### config.mk
export PLATFORM = sky130hd
export DESIGN_NAME = mem_stage_flat
export DESIGN_NICKNAME = d
export VERILOG_FILES = /design/src/rtl/mem_stage_if.sv /design/src/rtl/mem_stage.sv /design/src/flat_wrapper.sv
export SDC_FILE = /design/constraint.sdc
export NUM_CORES = 1
export LEC_CHECK = 0
export ABC_CLOCK_PERIOD_IN_PS = 2500
export CAP_MARGIN = 20
export CORE_MARGIN = 3
export CORE_UTILIZATION = 44
export DETAILED_ROUTE_END_ITERATION = 8
export HOLD_SLACK_MARGIN = 0.05
export PLACE_DENSITY = 0.8
export RECOVER_POWER = 50
export SLEW_MARGIN = 10
export SYNTH_ARGS = -nofsm -noshare
export SYNTH_HDL_FRONTEND = slang
export SYNTH_SLANG_ARGS = --single-unit
### constraint.sdc
create_clock -name clk -period 2.5 [get_ports clk]
set_input_delay 0.375 -clock clk [delete_from_list [all_inputs] [get_ports clk]]
set_output_delay 0.375 -clock clk [all_outputs]
set_load 0.02 [all_outputs]
### src/rtl/mem_stage_if.sv
// Data-memory request/acknowledge bus between the memory stage (master)
// and the data memory or its arbiter (slave).
interface mem_stage_if;
    logic        mem_req;
    logic        mem_we;
    logic [31:0] mem_addr;
    logic [3:0]  mem_be;
    logic [31:0] mem_wdata;
    logic [31:0] mem_rdata;
    logic        mem_ack;

    modport master (
        output mem_req,
        output mem_we,
        output mem_addr,
        output mem_be,
        output mem_wdata,
        input  mem_rdata,
        input  mem_ack
    );

    modport slave (
        input  mem_req,
        input  mem_we,
        input  mem_addr,
        input  mem_be,
        input  mem_wdata,
        output mem_rdata,
        output mem_ack
    );
endinterface

### src/rtl/mem_stage.sv
// Pipeline memory-access stage: passes ALU results through, performs loads and
// stores over a req/ack bus with timeout, and registers write-back results.
module mem_stage #(
    parameter int TIMEOUT = 16,
    parameter int CNT_W   = 5
) (
    input  logic               clk,
    input  logic               rst,
    input  logic               ex_valid,
    input  logic [5:0]         op,
    input  logic [31:0]        regcData,
    input  logic [31:0]        storeData,
    input  logic               regcWr_i,
    input  logic [4:0]         regcAddr_i,
    output logic               stall,
    mem_stage_if.master        bus,
    output logic               wb_valid,
    output logic [31:0]        regData,
    output logic               regWr,
    output logic [4:0]         regAddr,
    output logic [1:0]         excpt
);

    localparam logic [5:0] OP_LW  = 6'b100011;
    localparam logic [5:0] OP_LB  = 6'b100000;
    localparam logic [5:0] OP_LBU = 6'b100100;
    localparam logic [5:0] OP_SW  = 6'b101011;
    localparam logic [5:0] OP_SB  = 6'b101000;

    localparam logic [1:0] EXC_NONE     = 2'b00;
    localparam logic [1:0] EXC_MISALIGN = 2'b01;
    localparam logic [1:0] EXC_TIMEOUT  = 2'b10;

    localparam logic [CNT_W-1:0] CNT_LAST = CNT_W'(TIMEOUT - 1);

    typedef enum logic {IDLE = 1'b0, WAIT = 1'b1} state_t;

    state_t            state, state_nxt;
    logic [CNT_W-1:0]  cnt;

    // Op attributes latched at issue, used when the access completes
    logic [5:0]        op_p1;
    logic              wr_p1;
    logic [4:0]        dst_p1;
    logic [1:0]        lane_p1;

    logic              accept;
    logic              is_mem;
    logic              is_word;
    logic              is_store;
    logic              misaligned;
    logic              start_access;
    logic              ack_seen;
    logic              timed_out;

    function automatic logic [3:0] byte_enable(input logic [5:0] o, input logic [1:0] lo);
        logic [3:0] be;
        if (o == OP_LW || o == OP_SW)
            be = 4'b1111;
        else
            be = 4'b0001 << lo;
        return be;
    endfunction

    // Little-endian lane pick; Lb sign-extends through a signed byte.
    function automatic logic [31:0] load_extract(input logic [5:0] o, input logic [1:0] lane,
                                                 input logic [31:0] rdata);
        logic        [7:0]  b;
        logic signed [7:0]  sb;
        logic signed [31:0] sx;
        logic        [31:0] res;
        b  = rdata[{lane, 3'b000} +: 8];
        sb = signed'(b);
        sx = sb;
        case (o)
            OP_LB:   res = unsigned'(sx);
            OP_LBU:  res = {24'd0, b};
            default: res = rdata;
        endcase
        return res;
    endfunction

    always_comb begin
        is_word      = (op == OP_LW) || (op == OP_SW);
        is_store     = (op == OP_SW) || (op == OP_SB);
        is_mem       = is_word || (op == OP_LB) || (op == OP_LBU) || (op == OP_SB);
        misaligned   = is_word && (regcData[1:0] != 2'b00);
        accept       = ex_valid && !stall;
        start_access = accept && is_mem && !misaligned;
        ack_seen     = (state == WAIT) && bus.mem_ack;
        timed_out    = (state == WAIT) && !bus.mem_ack && (cnt == CNT_LAST);
    end

    // FSM state register
    always_ff @(posedge clk) begin
        if (rst)
            state <= IDLE;
        else
            state <= state_nxt;
    end

    // FSM next-state logic
    always_comb begin
        state_nxt = state;
        case (state)
            IDLE:    if (start_access)           state_nxt = WAIT;
            WAIT:    if (ack_seen || timed_out)  state_nxt = IDLE;
            default:                             state_nxt = IDLE;
        endcase
    end

    // FSM outputs
    always_comb begin
        stall = (state == WAIT);
    end

    // Bus request side and latched op
    always_ff @(posedge clk) begin
        if (rst) begin
            cnt           <= '0;
            bus.mem_req   <= 1'b0;
            bus.mem_we    <= 1'b0;
            bus.mem_addr  <= '0;
            bus.mem_be    <= '0;
            bus.mem_wdata <= '0;
            op_p1         <= '0;
            wr_p1         <= 1'b0;
            dst_p1        <= '0;
            lane_p1       <= '0;
        end else if (start_access) begin
            cnt           <= '0;
            bus.mem_req   <= 1'b1;
            bus.mem_we    <= is_store;
            bus.mem_addr  <= {regcData[31:2], 2'b00};
            bus.mem_be    <= byte_enable(op, regcData[1:0]);
            bus.mem_wdata <= (op == OP_SB) ? {4{storeData[7:0]}} : storeData;
            op_p1         <= op;
            wr_p1         <= regcWr_i;
            dst_p1        <= regcAddr_i;
            lane_p1       <= regcData[1:0];
        end else if (ack_seen || timed_out) begin
            bus.mem_req   <= 1'b0;
        end else if (state == WAIT) begin
            cnt           <= cnt + 1'b1;
        end
    end

    // Write-back register stage
    always_ff @(posedge clk) begin
        if (rst) begin
            wb_valid <= 1'b0;
            regData  <= '0;
            regWr    <= 1'b0;
            regAddr  <= '0;
            excpt    <= EXC_NONE;
        end else begin
            wb_valid <= 1'b0;
            excpt    <= EXC_NONE;
            if (accept && !is_mem) begin
                wb_valid <= 1'b1;
                regData  <= regcData;
                regWr    <= regcWr_i;
                regAddr  <= regcAddr_i;
            end else if (accept && misaligned) begin
                wb_valid <= 1'b1;
                regWr    <= 1'b0;
                regAddr  <= regcAddr_i;
                excpt    <= EXC_MISALIGN;
            end else if (ack_seen) begin
                wb_valid <= 1'b1;
                regAddr  <= dst_p1;
                if (op_p1 == OP_SW || op_p1 == OP_SB) begin
                    regWr <= 1'b0;
                end else begin
                    regWr   <= wr_p1;
                    regData <= load_extract(op_p1, lane_p1, bus.mem_rdata);
                end
            end else if (timed_out) begin
                wb_valid <= 1'b1;
                regWr    <= 1'b0;
                regAddr  <= dst_p1;
                excpt    <= EXC_TIMEOUT;
            end
        end
    end

endmodule

### src/flat_wrapper.sv
// flat-port wrapper written by rule: the top's interface ports become plain ports
module mem_stage_flat 
#(
    parameter int TIMEOUT = 16,
    parameter int CNT_W   = 5
)
  (clk, rst, ex_valid, op, regcData, storeData, regcWr_i, regcAddr_i, stall, wb_valid, regData, regWr, regAddr, excpt, bus_mem_req, bus_mem_we, bus_mem_addr, bus_mem_be, bus_mem_wdata, bus_mem_rdata, bus_mem_ack);
  mem_stage_if bus_i ();
  input  logic clk;
  input  logic rst;
  input  logic ex_valid;
  input  logic [5:0] op;
  input  logic [31:0] regcData;
  input  logic [31:0] storeData;
  input  logic regcWr_i;
  input  logic [4:0] regcAddr_i;
  output logic stall;
  output logic wb_valid;
  output logic [31:0] regData;
  output logic regWr;
  output logic [4:0] regAddr;
  output logic [1:0] excpt;
  output wire logic [$bits(bus_i.mem_req)-1:0] bus_mem_req;
  output wire logic [$bits(bus_i.mem_we)-1:0] bus_mem_we;
  output wire logic [$bits(bus_i.mem_addr)-1:0] bus_mem_addr;
  output wire logic [$bits(bus_i.mem_be)-1:0] bus_mem_be;
  output wire logic [$bits(bus_i.mem_wdata)-1:0] bus_mem_wdata;
  input wire logic [$bits(bus_i.mem_rdata)-1:0] bus_mem_rdata;
  input wire logic [$bits(bus_i.mem_ack)-1:0] bus_mem_ack;
  assign bus_mem_req = bus_i.mem_req;
  assign bus_mem_we = bus_i.mem_we;
  assign bus_mem_addr = bus_i.mem_addr;
  assign bus_mem_be = bus_i.mem_be;
  assign bus_mem_wdata = bus_i.mem_wdata;
  assign bus_i.mem_rdata = bus_mem_rdata;
  assign bus_i.mem_ack = bus_mem_ack;
  mem_stage #(.TIMEOUT(TIMEOUT), .CNT_W(CNT_W)) u_core (.clk(clk), .rst(rst), .ex_valid(ex_valid), .op(op), .regcData(regcData), .storeData(storeData), .regcWr_i(regcWr_i), .regcAddr_i(regcAddr_i), .stall(stall), .bus(bus_i), .wb_valid(wb_valid), .regData(regData), .regWr(regWr), .regAddr(regAddr), .excpt(excpt));
endmodule
==> impl_metrics.tcl, run 1 <==
set metrics [dict create \
    core-area_um2 12880 \
    final_area_um2 9017 \
    clk_path_buf_depth 2 \
    grtUsageTotal_pct 28.96 \
    worst-endpoint-arrival_ns 2.69 \
    num_vias 6522 \
    cp_slowest_stage_delay_ns 0.56 \
    p_sw_share_pct 24.59 \
    drt_pass1_iterations 7 \
    grt_pass1_wl_um 33630 \
    antenna_found_initial 1 \
    synth_edf_count 0 \
    crit_family "buffers and inverters" \
    p_comb_share_pct 14.6 \
    p_sw_w 0.001333 \
    cts_root_buf "clkbuf_16" \
    stdcell_count 1077 \
    hold_path.class "flop to flop" \
    fin_worst_skew_ns 0.005542 \
    clk_latency_ns 0.43 \
    post_cts_buffers 0 \
    cts.clk_slew.worst_paths_ns 0.06 \
    dpl_cell_area_um2 8464 \
    fp-row-count 41 \
    cts_buffers 17 \
    die_w_um 121.9 \
    finalWirelength_um 21810 \
    fill_cells 993 \
    drive_gt1_share_pct 8.518 \
    p_total_w 0.005422 \
    cp_max_fo 45 \
    min_period_over_period_pct 92.55 \
    ys_ff_latch 129 \
    ctsResizeCount 0 \
    worst_pin_slew_ns 0.7052 \
    antenna_left 0 \
    maxSlewHeadroom_pct 52.49 \
    outcome "complete, no violations" \
    max-cap-violations 0 \
    drc_errors 0 \
    die_area_um2 14870 \
    synth_async_sr_flop_share_pct 0 \
    worst_setup_path_end_kind "flop" \
    wire_per_inst_um 20.25 \
    postCtsHoldBufs 0 \
    synth_cells 687 \
    crit_required_ns 2.87 \
    io_pins 224 \
    hpwl_um 15380 \
    start_kind "input pin" \
    cell_internal_pwr_w 0.004089 \
    dp_cells 1044 \
    critPathBufInv 3 \
    seq_power_share_pct 40.2 \
    clkPwrFrac_pct 45.3 \
    cts_max_level 4 \
    die_h_um 121.9 \
    io_buffers 221 \
    crit_slowest_cell "or3_2" \
    initialDrtViolationCount 686 \
    yosysWarnings 0 \
    clkSinkCount 129 \
    min_period_ns 2.314 \
    gp_congestion 0.9093 \
    max_freq_ghz 0.4322 \
    initial_core_util_pct 45.92 \
    crit_chain "dlygate4sd3_1, buf_4, nand3b_1, or3_2, clkbuf_4, a41oi_2, o21a_1" \
    rsz0062_at_grt "no" \
    drt-vias-per-instance 6.056 \
    hold_violations 0 \
    syn_area_um2 5913 \
    ys_types 51 \
    syn_avg_cell_area_um2 8.607 \
    path_class "input pin to flop" \
    powerDensity_nw_per_um2 601.3 \
    final_common_cell "dfxtp_1" \
    p_leak_nw 3.633 \
    grt_pass1_vias 6370 \
    area_delta_synth_final_pct 52.50 \
    grt_max_degree 63 \
    grt_overflow 0 \
    rrSetupSlack_ns 0.34 \
    synth_seq_area_share_pct 43.67 \
    cts_tree "built" \
    peakVddDrop_mv 0.3592 \
    mostFrequentLayoutCells "dfxtp_1, clkdlybuf4s50_1, dlygate4sd3_1, a21oi_1, o21ai_0" \
    synth_top_flop_cell "dfxtp_1" \
    finalSetupViolCount 0 \
    final_nets 1005 \
    slew_violations 0 \
]
Yosys cell counts (2+ instances only):
master       n  share of area [%]
nor2_1      15               0.95
mux2i_1     30                5.1
xor2_1       2               0.30
xnor2_1      3               0.44
nand2_1     33                2.1
nor3b_1      3               0.38
a32oi_1      2               0.30
a221oi_1     7                1.0
a211o_1      2               0.30
o211a_1      6                1.0
or3_1        2               0.21
buf_6        4               0.76
buf_1        5               0.32
a2111oi_0   25                3.7
clkbuf_1    56                3.6
inv_1        3               0.19
dfxtp_1    129                 44
o21ai_1      2               0.17
o211ai_1     7               0.89
nand3b_1     2               0.25
and3_1       2               0.21
nand2b_1     2               0.21
buf_4        3               0.38
nor2b_1      9               0.95
o21ai_0     66                5.6
a21oi_1     90                7.6
a211oi_1    56                7.1
ha_1         2               0.42
or2_2        2               0.21
nor3_1      36                3.0
o21a_1       3               0.38
buf_2        8               0.68
nor4bb_1     3               0.51
nand3_1     49                4.1
a2111oi_1    2               0.34
state kept, by name, indices dropped and copies added, names as in the netlist:
register / count
u_core.cnt: 5
u_core.excpt: 2
u_core.regAddr: 5
u_core.wr_p1: 1
u_core.dst_p1: 5
u_core.bus.mem_we: 1
u_core.bus.mem_wdata: 32
u_core.lane_p1: 2
u_core.regWr: 1
u_core.regData: 32
u_core.op_p1: 6
u_core.bus.mem_addr: 30
u_core.wb_valid: 1
u_core.stall: 1
u_core.bus.mem_req: 1
u_core.bus.mem_be: 4
power groups by stage:
stage	Sequential, W	Clock, W	Combinational, W
detailed placement	0.00222	0	0.000808
global placement	0.00222	0	0.000789
finish	0.00218	0.00245	0.000791
CTS	0.00218	0.00247	0.000815
global route	0.00219	0.00257	0.000838
floorplan	0.00230	0	0.000252
worst paths after layout:
check                                                     from                               to  depth (start not counted)
worst max-delay path                                     op[0]     u_core.op_p1[3]$_SDFFE_PP0P_                          7
worst min-delay path            u_core.bus.mem_we$_SDFFE_PP0P_   u_core.bus.mem_we$_SDFFE_PP0P_                          1
worst max register to register    u_core.op_p1[0]$_SDFFE_PP0P_  u_core.regData[13]$_SDFFE_PP0P_                          5
worst min register to register  u_core.bus.mem_we$_SDFFE_PP0P_   u_core.bus.mem_we$_SDFFE_PP0P_                          1
routing by layer:
| metal | GRT usage (%) | up-vias | routed length [um] |
|---|---|---|---|
| li1 | - | 2999 | - |
| met1 | 35.96 | 3091 | 8548 |
| met2 | 47.34 | 362 | 10580 |
| met3 | 7.660 | 70 | 1833 |
| met4 | 12.89 | 0 | 841 |
| met5 | 0 | - | 0 |
final cells by class:
cell class,instances,area (um2),area share [%]
Clock inverter,5,75.07,0.8325
Clock buffer,27,503.0,5.578
Tap cell,172,215.2,2.387
Multi-Input combinational cell,480,3024,33.54
Antenna cell,1,2.502,0.02775
Sequential cell,129,2582,28.64
Timing Repair Buffer,260,2604,28.87
Inverter,3,11.26,0.1249
metrics by stage:
stage,setup slack [ns],TNS [ns],utilization [%],hold slack (ns)
2_1_floorplan,0.4842,0,-,0.4414
3_3_place_gp,0.1001,0,65.74,0.4527
3_5_place_dp,-0.04756,-0.04756,65.74,0.4593
4_1_cts,0.3512,0,70.23,0.4683
5_1_grt,0.1554,0,70.01,0.4982
6_report,0.1863,0,70.03,0.4643
cells by family (layout without fill, tap and decap cells):
family / Yosys count / after routing / share of synthesized area (%)
AOI/OAI and AO/OA: 274 / 274 / 29.39
and+or+nand+nor: 166 / 166 / 14.37
DFF: 129 / 129 / 43.67
buffers and inverters: 79 / 295 / 5.882
muxes: 31 / 31 / 5.459
xor gates and xnor gates: 5 / 5 / 0.7407
adders and majority gates: 2 / 2 / 0.4231
other: 1 / 3 / 0.06342
Power figures use the tool's default switching activity.
==> inputs of run 2 (changes only) <==
CORE_ASPECT_RATIO = 0.5   (was unset)
==> run 2 against run 1 <==
- sequential share of layout area barely moved
- first-iteration DRC count fell by 0.29%
- largest power group unchanged
- utilization barely moved
==> impl_metrics.tcl, run 2 (synthesized netlist as in run 1, its figures left out) <==
set metrics [dict create \
    clkPwrFrac_pct 46.9 \
    cts_tree "built" \
    antenna_found_initial 0 \
    die_area_um2 14950 \
    start_kind "input pin" \
    gp_congestion 0.8410 \
    top_regs "u_core.bus.mem_wdata (32), u_core.regData (32), u_core.bus.mem_addr (30)" \
    grt_util_met1_pct 35.22 \
    initialDrtViolationCount 684 \
    crit_required_ns 2.82 \
    drc_errors 0 \
    worst-endpoint-arrival_ns 2.57 \
    core-area_um2 12880 \
    fp-row-count 29 \
    grt_max_degree 59 \
    fin_tns_setup_ns 0 \
    finalSetupViolCount 0 \
    clk_path_buf_depth 2 \
    reg2reg_from "u_core.op_p1[1]$_SDFFE_PP0P_" \
    hold_violations 0 \
    final_nets 1004 \
    fin_worst_skew_ns 0.01351 \
    grt_pass1_vias 6359 \
    cp_max_fo 25 \
    ctsResizeCount 0 \
    cts.clk_slew.worst_paths_ns 0.07 \
    p_sw_w 0.001435 \
    io_pins 224 \
    area_delta_synth_final_pct 52.45 \
    p_sw_share_pct 25.81 \
    p_leak_nw 3.623 \
    cts_buffers 17 \
    die_w_um 169.9 \
    maxSlewHeadroom_pct 50.90 \
    mostFrequentLayoutCells "dfxtp_1, clkdlybuf4s50_1, dlygate4sd3_1, a21oi_1, o21ai_0" \
    hold_path.startpoint "rst" \
    hold_path.class "input pin to flop" \
    min_period_over_period_pct 90.18 \
    io_buffers 221 \
    antenna_left 0 \
    postCtsHoldBufs 0 \
    final_area_um2 9015 \
    rsz0062_at_grt "no" \
    powerDensity_nw_per_um2 616.8 \
    die_h_um 87.98 \
    post_cts_buffers 0 \
    grtUsageMet2_pct 44.93 \
    worst_setup_path_end_kind "flop" \
    grt_overflow 0 \
    cts_max_level 4 \
    drive_gt1_share_pct 9.192 \
    min_delay_path_depth 2 \
    grtUsageTotal_pct 27.41 \
    cell_internal_pwr_w 0.004125 \
    worst_pin_slew_ns 0.7288 \
    path_class "input pin to flop" \
    drt_pass1_iterations 5 \
    clk_latency_ns 0.42 \
    clkSinkCount 129 \
    max-cap-violations 0 \
    max_freq_ghz 0.4435 \
    seq_power_share_pct 39.1 \
    slew_violations 0 \
    grtUsageMet3_pct 6.267 \
    min_period_ns 2.255 \
    cts_root_buf "clkbuf_16" \
    wire_per_inst_um 19.51 \
    peakVddDrop_mv 0.4218 \
    hpwl_um 14460 \
    outcome "complete, no violations" \
    finalWirelength_um 20930 \
    final_common_cell "dfxtp_1" \
    r2r-end "u_core.regData[14]$_SDFFE_PP0P_" \
    n_antenna_cell 0 \
    grt.busiest_layer "met2" \
    rrSetupSlack_ns 0.36 \
    num_vias 6493 \
    drt-vias-per-instance 6.051 \
    holdPathEnd "u_core.bus.mem_addr[15]$_SDFFE_PP0P_" \
    initial_core_util_pct 45.91 \
    grt_pass1_wl_um 33000 \
    p_comb_share_pct 14.0 \
    dpl_cell_area_um2 8421 \
    r2r_cells 5 \
]
-- run 2: cell types whose count changed in the layout (fill, tap and decap cells not counted), sizes merged --
| cell | change |
|---|---|
| clkinv | +3 |
| inv | +2 |
| diode | -1 |
| bufinv | +1 |
| buf | -1 |
| clkinvlp | +3 |
| clkbuf | -9 |
-- run 2: worst max-delay path: stages --
cell,delay [ns]
dlygate4sd3_1,0.56
or4b_4,0.54
or3b_1,0.44
buf_12,0.20
mux2i_1,0.15
a211oi_1,0.29
-- run 2: worst max path at each step --
| stage | start | to | slack (ns) | cells past startpoint |
|---|---|---|---|---|
| after floorplan | op[0] | u_core.bus.mem_wdata[20]$_SDFFE_PP0P_ | 0.48 | 6 |
| after global placement | op[0] | u_core.bus.mem_wdata[23]$_SDFFE_PP0P_ | 0.1 | 6 |
| after detailed placement | op[0] | u_core.bus.mem_wdata[9]$_SDFFE_PP0P_ | 0.02 | 6 |
| after CTS | u_core.op_p1[0]$_SDFFE_PP0P_ | u_core.regData[29]$_SDFFE_PP0P_ | 0.37 | 5 |
| after global routing | op[0] | u_core.op_p1[1]$_SDFFE_PP0P_ | 0.16 | 7 |
| final | op[0] | u_core.bus.mem_wdata[21]$_SDFFE_PP0P_ | 0.25 | 6 |
-- run 2: metrics by stage --
| stage | cells | utilization, % | hold slack, ns | worst slack, ns | total power [W] |
|---|---|---|---|---|---|
| final | 1073 | 69.99 | 0.4229 | 0.2454 | 0.005561 |
| after global routing | 1073 | 69.99 | 0.4240 | 0.1634 | 0.005758 |
| after CTS | 1073 | 70.19 | 0.4019 | 0.3658 | 0.005609 |
| after detailed placement | 1041 | 65.37 | 0.4525 | 0.02370 | 0.003019 |
| after global placement | 1041 | 65.37 | 0.4441 | 0.09666 | 0.003008 |
| after floorplan | 688 | - | 0.4414 | 0.4842 | 0.002556 |
-- run 2: power by group through the flow --
stage | Sequential [W] | Clock, W | Combinational [W]
finish | 0.00218 | 0.00261 | 0.000780
floorplan | 0.00230 | 0 | 0.000252
global placement | 0.00222 | 0 | 0.000789
CTS | 0.00218 | 0.00263 | 0.000804
global route | 0.00218 | 0.00274 | 0.000831
detailed placement | 0.00222 | 0 | 0.000798
-- run 2: cell type report --
| class | count | area (um2) |
|---|---|---|
| multi-input cells | 480 | 3029 |
| clock buffers | 18 | 439.2 |
| fillers | 1004 | 3866 |
| flip-flops and latches | 129 | 2582 |
| well taps | 170 | 212.7 |
| repair buffers | 259 | 2559 |
| clock inverters | 14 | 181.4 |
| inverters | 3 | 11.26 |
-- run 2: routing by layer --
| metal | up-vias | part of all wire, % | wire length, um |
|---|---|---|---|
| li1 | 2998 | - | - |
| met1 | 3111 | 42 | 8714 |
| met2 | 327 | 47 | 9867 |
| met3 | 57 | 7.8 | 1638 |
| met4 | 0 | 3.4 | 708 |
| met5 | - | 0 | 0 |
==> inputs of run 3 (changes only) <==
SETUP_SLACK_MARGIN = 0.02   (was unset)
SLEW_MARGIN = 25   (was 10)
==> results of run 3 <==
Same layout as run 2: the final DEF is identical, and so are final timing and power.
